==> src/rtl/signed_serial_subtractor_if.sv <==
// Operand/result bundle for signed_serial_subtractor; ovf only exists when
// SIGNEDSUB_OVF_EN is defined. dbg_state mirrors the FSM state for observation.
interface signed_serial_subtractor_if #(
    parameter int size = 4
);
    // Handshake: start is a request sampled only while idle; busy is high for
    // the size+1 serial cycles; done pulses one cycle when d is newly valid.
    logic            start;
    logic [size-1:0] x;
    logic [size-1:0] y;
    logic [7:0]      d;
    logic            busy;
    logic            done;
    logic [1:0]      dbg_state;
`ifdef SIGNEDSUB_OVF_EN
    logic            ovf;
`endif

    modport master (
        output start, x, y,
        input  d, busy, done, dbg_state
`ifdef SIGNEDSUB_OVF_EN
        , input ovf
`endif
    );

    modport slave (
        input  start, x, y,
        output d, busy, done, dbg_state
`ifdef SIGNEDSUB_OVF_EN
        , output ovf
`endif
    );
endinterface

==> src/rtl/signed_serial_subtractor.sv <==
// Bit-serial signed subtractor: d = x - y over size+1 cycles, LSB first.
// Optional overflow flag (result outside size-bit range) under SIGNEDSUB_OVF_EN.
module signed_serial_subtractor #(
    parameter int size = 4
) (
    input  logic                         clk,
    input  logic                         rst_n,
    signed_serial_subtractor_if.slave    bus
);
    typedef enum logic [1:0] {
        IDLE  = 2'd0,
        SHIFT = 2'd1,
        DONE  = 2'd2
    } state_t;

    state_t        r_state;
    logic [size:0] r_xe;
    logic [size:0] r_ye;
    logic [size:0] r_acc;
    logic [2:0]    r_cnt;
    logic          r_carry;
    logic [7:0]    r_d;
    logic          r_busy;
    logic          r_done;
`ifdef SIGNEDSUB_OVF_EN
    logic          r_ovf;
`endif

    logic               w_a;
    logic               w_b;
    logic               w_bit;
    logic               w_cout;
    logic [size:0]      w_res;
    logic signed [size:0] w_res_s;
    logic [7:0]         w_d;

    // x + ~y + 1: the carry register starts at 1 to supply the +1.
    assign w_a     = r_xe[0];
    assign w_b     = ~r_ye[0];
    assign w_bit   = w_a ^ w_b ^ r_carry;
    assign w_cout  = (w_a & w_b) | (w_a & r_carry) | (w_b & r_carry);
    assign w_res   = {w_bit, r_acc[size:1]};
    assign w_res_s = w_res;
    assign w_d     = 8'(w_res_s);

    always_ff @(posedge clk or negedge rst_n) begin
        if (!rst_n) begin
            r_state <= IDLE;
            r_xe    <= '0;
            r_ye    <= '0;
            r_acc   <= '0;
            r_cnt   <= '0;
            r_carry <= 1'b0;
            r_d     <= 8'h00;
            r_busy  <= 1'b0;
            r_done  <= 1'b0;
`ifdef SIGNEDSUB_OVF_EN
            r_ovf   <= 1'b0;
`endif
        end else begin
            case (r_state)
                IDLE: begin
                    if (bus.start) begin
                        r_xe    <= {bus.x[size-1], bus.x};
                        r_ye    <= {bus.y[size-1], bus.y};
                        r_acc   <= '0;
                        r_cnt   <= '0;
                        r_carry <= 1'b1;
                        r_busy  <= 1'b1;
                        r_state <= SHIFT;
                    end
                end
                SHIFT: begin
                    r_xe    <= r_xe >> 1;
                    r_ye    <= r_ye >> 1;
                    r_acc   <= w_res;
                    r_carry <= w_cout;
                    r_cnt   <= r_cnt + 3'd1;
                    // Final bit: publish the whole result at once so d never shows a partial value.
                    if (r_cnt == 3'(size)) begin
                        r_d     <= w_d;
`ifdef SIGNEDSUB_OVF_EN
                        r_ovf   <= w_bit ^ r_acc[size];
`endif
                        r_busy  <= 1'b0;
                        r_done  <= 1'b1;
                        r_state <= DONE;
                    end
                end
                DONE: begin
                    r_done  <= 1'b0;
                    r_state <= IDLE;
                end
                default: begin
                    r_busy  <= 1'b0;
                    r_done  <= 1'b0;
                    r_state <= IDLE;
                end
            endcase
        end
    end

    assign bus.d         = r_d;
    assign bus.busy      = r_busy;
    assign bus.done      = r_done;
    assign bus.dbg_state = r_state;
`ifdef SIGNEDSUB_OVF_EN
    assign bus.ovf       = r_ovf;
`endif

endmodule

==> src/flat_wrapper.sv <==
// flat-port wrapper written by rule: the top's interface ports become plain ports
module signed_serial_subtractor_flat 
#(
    parameter int size = 4
)
  (clk, rst_n, bus_start, bus_x, bus_y, bus_d, bus_busy, bus_done, bus_dbg_state);
  signed_serial_subtractor_if #(.size(size)) bus_i ();
  input  logic clk;
  input  logic rst_n;
  input wire logic [$bits(bus_i.start)-1:0] bus_start;
  input wire logic [$bits(bus_i.x)-1:0] bus_x;
  input wire logic [$bits(bus_i.y)-1:0] bus_y;
  output wire logic [$bits(bus_i.d)-1:0] bus_d;
  output wire logic [$bits(bus_i.busy)-1:0] bus_busy;
  output wire logic [$bits(bus_i.done)-1:0] bus_done;
  output wire logic [$bits(bus_i.dbg_state)-1:0] bus_dbg_state;
  assign bus_i.start = bus_start;
  assign bus_i.x = bus_x;
  assign bus_i.y = bus_y;
  assign bus_d = bus_i.d;
  assign bus_busy = bus_i.busy;
  assign bus_done = bus_i.done;
  assign bus_dbg_state = bus_i.dbg_state;
  signed_serial_subtractor #(.size(size)) u_core (.clk(clk), .rst_n(rst_n), .bus(bus_i));
endmodule
==> config.mk <==
export PLATFORM = sky130hd
export DESIGN_NAME = signed_serial_subtractor_flat
export DESIGN_NICKNAME = d
export VERILOG_FILES = /design/src/rtl/signed_serial_subtractor_if.sv /design/src/rtl/signed_serial_subtractor.sv /design/src/flat_wrapper.sv
export SDC_FILE = /design/constraint.sdc
export NUM_CORES = 1
export LEC_CHECK = 0
export CORE_ASPECT_RATIO = 1.5
export CORE_MARGIN = 4
export CORE_UTILIZATION = 24
export DETAILED_ROUTE_END_ITERATION = 12
export HOLD_SLACK_MARGIN = 0.12
export PLACE_DENSITY = 0.49
export SYNTH_ARGS = -nofsm -noshare
export SYNTH_HDL_FRONTEND = slang
export SYNTH_SLANG_ARGS = --single-unit
==> constraint.sdc <==
create_clock -name clk -period 1.32 [get_ports clk]
set_clock_uncertainty 0.2 [all_clocks]
set_input_delay 0.198 -clock clk [delete_from_list [all_inputs] [get_ports clk]]
set_output_delay 0.198 -clock clk [all_outputs]
set_load 0.01 [all_outputs]
==> flow_metrics.env <==
export IMPL_status="finished with violations"
export IMPL_violations="setup timing"
export IMPL_worst_path_buf_inv=2
export IMPL_maxSlewHeadroom_pct=74.7
export IMPL_drt_pre_antenna_iters=4
export IMPL_rows=32
export IMPL_antenna_found_initial=0
export IMPL_drv_cap=0
export IMPL_fill_cells=527
export IMPL_post_synth_top_count_cell="dfrtp_1"
export IMPL_synth_distinct_cells=32
export IMPL_rr_worst_depth=4
export IMPL_ant_nets=0
export IMPL_viasPerCell=4.38
export IMPL_path_max_fanout=8
export IMPL_fin_crit_sh_pct=113
export IMPL_path_cells="buf_6 > buf_4 > or2b_1 > o221a_2"
export IMPL_crit_type="reg2reg"
export IMPL_synth_top_area_share_pct=53.6
export IMPL_dieWidth_um=67.2
export IMPL_placed_cells=216
export IMPL_tightest_slew_ns=0.378
export IMPL_syn_num_nets=125
export IMPL_synth_area_leaders="dfrtp_1, mux2_2, nand2_1"
export IMPL_p_sw_share_pct=34.5
export IMPL_worst_slack_ns=-0.176
export IMPL_yosysWarnings=0
export IMPL_areaGrowthSynthToFinish_pct=65.3
export IMPL_numCtsBuffers=3
export IMPL_diodes=0
export IMPL_clk_pin_slew_ns=0.09
export IMPL_finalWirelength_um=3200
export IMPL_place_ws_ns=-0.362
export IMPL_synth_seq_area_share_pct=53.6
export IMPL_clockBufferDepth=2
export IMPL_syn_area_per_cell_um2=11.4
export IMPL_drive_gt1_share_pct=54.3
export IMPL_synth_common_cells="dfrtp_1, nand2_1, inv_1, o21ai_0, nor2_1"
export IMPL_cts_sink_count=27
export IMPL_synth_edf_count=0
export IMPL_grt_pass1_wl_um=5330
export IMPL_core_um2=5120
export IMPL_tritoncts="done"
export IMPL_multi_input_area_um2=617
export IMPL_p_per_area_nw_per_um2=2330
export IMPL_hold_viol=0
export IMPL_grt_pass1_vias=1171
export IMPL_p_leak_nw=1.02
export IMPL_combinationalPowerShare_pct=60.7
export IMPL_portBuffers=22
export IMPL_num_vias=1065
export IMPL_final_area_um2=2080
export IMPL_overflow=0
export IMPL_htree_levels=1
export IMPL_internal_power_w=0.00318
export IMPL_ys_flop_type="dfrtp_1"
export IMPL_async_flop_share_pct=100
export IMPL_hold_path_depth=4
export IMPL_finalWeightedCongestion=0.739
export IMPL_arrival_ns=1.47
export IMPL_ir_drop_uv=586
export IMPL_regArea_um2=678
export IMPL_clk_latency_ns=0.27
export IMPL_cts_root_buf="clkbuf_8"
export IMPL_cp_required_ns=1.29
export IMPL_max_freq_ghz=0.669
export IMPL_fin_cells=243
export IMPL_fin_nets=190
export IMPL_path_delay_family="flip-flops"
export IMPL_pin_count=23
export IMPL_hold_class="in2reg"
export IMPL_rsz0062_at_grt="true"
export IMPL_drtIter0Drc=22
export IMPL_initial_core_util_pct=24.6
export IMPL_grt_max_degree=28
export IMPL_slew_violations=0
export IMPL_seqPwrFrac_pct=29.5
export IMPL_cp_start_kind="register"
export IMPL_critPathMaxStageDelay_ns=0.39
export IMPL_syn_inst=111
export IMPL_period_needed_ns=1.50
export IMPL_crit_cells=4
export IMPL_pwr_share_clk_pct=9.8
export IMPL_route_detailed_drc=0
export IMPL_cpMaxStageDelayCell="dfrtp_2"
export IMPL_dieHeight_um=96.8
export IMPL_endpoint_kind="register"
export IMPL_place_area_um2=1710
export IMPL_grt_usage_pct=10.4
export IMPL_ys_ff_latch=27
export IMPL_die_area_um2=6500
export IMPL_finalSetupViolCount=29
export IMPL_syn_area_um2=1260
export IMPL_p_switching_w=0.00167
export IMPL_power_w=0.00485
export IMPL_hpwlAfterDp_um=2120
export IMPL_wire_per_inst_um=13.2
export IMPL_yosysTopAreaCell="dfrtp_1"
[power groups by stage]
| stage | Clock (W) | Sequential [W] | Combinational, W |
|---|---|---|---|
| after CTS | 0.000493 | 0.00143 | 0.00278 |
| after global placement | 0 | 0.00147 | 0.00204 |
| after floorplan | 0 | 0.00146 | 0.00117 |
| after detailed placement | 0 | 0.00149 | 0.00209 |
| after global routing | 0.000527 | 0.00148 | 0.00320 |
| final | 0.000476 | 0.00143 | 0.00294 |
[metal layers]
metal	share of wire [%]	GRT usage, %	vias to the layer above	routed length (um)
li1	-	-	512	-
met1	38	11.9	531	1230
met2	56	18.9	15	1810
met3	3.6	1.86	7	114
met4	1.5	3.28	0	48
met5	0	0	-	0
[state kept, by name (all words and copies together), names as in the netlist]
name	count
u_core.bus.done	1
u_core.r_carry	1
u_core.bus.d	5
u_core.r_ye	5
u_core.bus.dbg_state	2
u_core.r_cnt	3
u_core.r_acc	4
u_core.r_xe	5
u_core.bus.busy	1
[layout make-up]
type	count	share of cell area, %
Clock buffer	3	1.98
Clock inverter	1	0.240
Inverter	7	1.26
Multi-Input combinational cell	67	29.6
Sequential cell	27	32.5
Tap cell	68	4.08
Timing Repair Buffer	70	30.3
[through the flow]
step | hold slack (ns) | utilization, % | setup TNS [ns]
2_1_floorplan | -0.298 | - | -0.869
3_3_place_gp | 0.268 | 33.4 | -5.62
3_5_place_dp | 0.283 | 33.4 | -6.18
4_1_cts | 0.303 | 39.9 | -2.49
5_1_grt | 0.297 | 40.7 | -3.71
6_report | 0.274 | 40.7 | -2.35
[layout by cell type (no fill, tap or decap), types with 2 or more instances in the layout]
| cell | instances |
|---|---|
| o21ai_1 | 5 |
| nor2_4 | 2 |
| dfrtp_1 | 25 |
| o22a_1 | 2 |
| a22oi_2 | 2 |
| buf_4 | 31 |
| a22o_1 | 3 |
| o21ai_2 | 2 |
| nand3b_1 | 5 |
| inv_2 | 3 |
| inv_1 | 4 |
| nor2_1 | 4 |
| a31oi_1 | 2 |
| mux2_4 | 4 |
| clkbuf_2 | 6 |
| nand2_1 | 9 |
| nand3_1 | 3 |
| a221oi_2 | 2 |
| nor2b_4 | 2 |
| clkbuf_8 | 3 |
| clkdlybuf4s50_1 | 9 |
| dfrtp_2 | 2 |
| buf_6 | 21 |
| a22oi_1 | 2 |
[path summary, 6_finish.rpt]
check                                        start                      end  slack [ns]
hold / removal                           bus_start           u_core.r_xe[4]        0.27
max in group asynchronous                    rst_n  u_core.bus.dbg_state[1]        0.12
setup reg to reg           u_core.bus.dbg_state[0]           u_core.r_xe[3]       -0.18
hold reg to reg                     u_core.r_ye[4]           u_core.r_ye[4]        0.29
min in group asynchronous                    rst_n           u_core.r_xe[2]        0.63
setup / recovery           u_core.bus.dbg_state[0]           u_core.r_xe[3]       -0.18
[timing repair]
| action | 4_1_cts | 5_1_grt |
|---|---|---|
| hold buffers | 1 | 0 |
| resized for setup | 78 | 23 |
| gates cloned | 0 | 0 |
| endpoints found under the hold margin | 27 | 0 |
| setup endpoints to repair | 38 | 38 |
| setup buffers | 18 | 5 |
| pin swaps | 9 | 15 |
[tightest hold or removal path, delay by kind of cell]
family | cells | cell delay [ns]
simple gates | 2 | 0.23
compound gates | 1 | 0.05
buf+inv | 1 | 0.23
[cells by family (layout without fill, tap and decap cells)]
logic type               count (synthesis)  count (layout)  share of synthesized area (%)
AO/OA/AOI/OAI                           26              26                           15.4
AND/OR/NAND/NOR                         34              34                           15.8
multiplexers                             4               4                           3.57
buffers and inverters                   17              81                           8.14
adder cells (fa/ha/maj)                  3               3                           3.57
flip-flops                              27              27                           53.6
(Power assumes the default switching activity.)
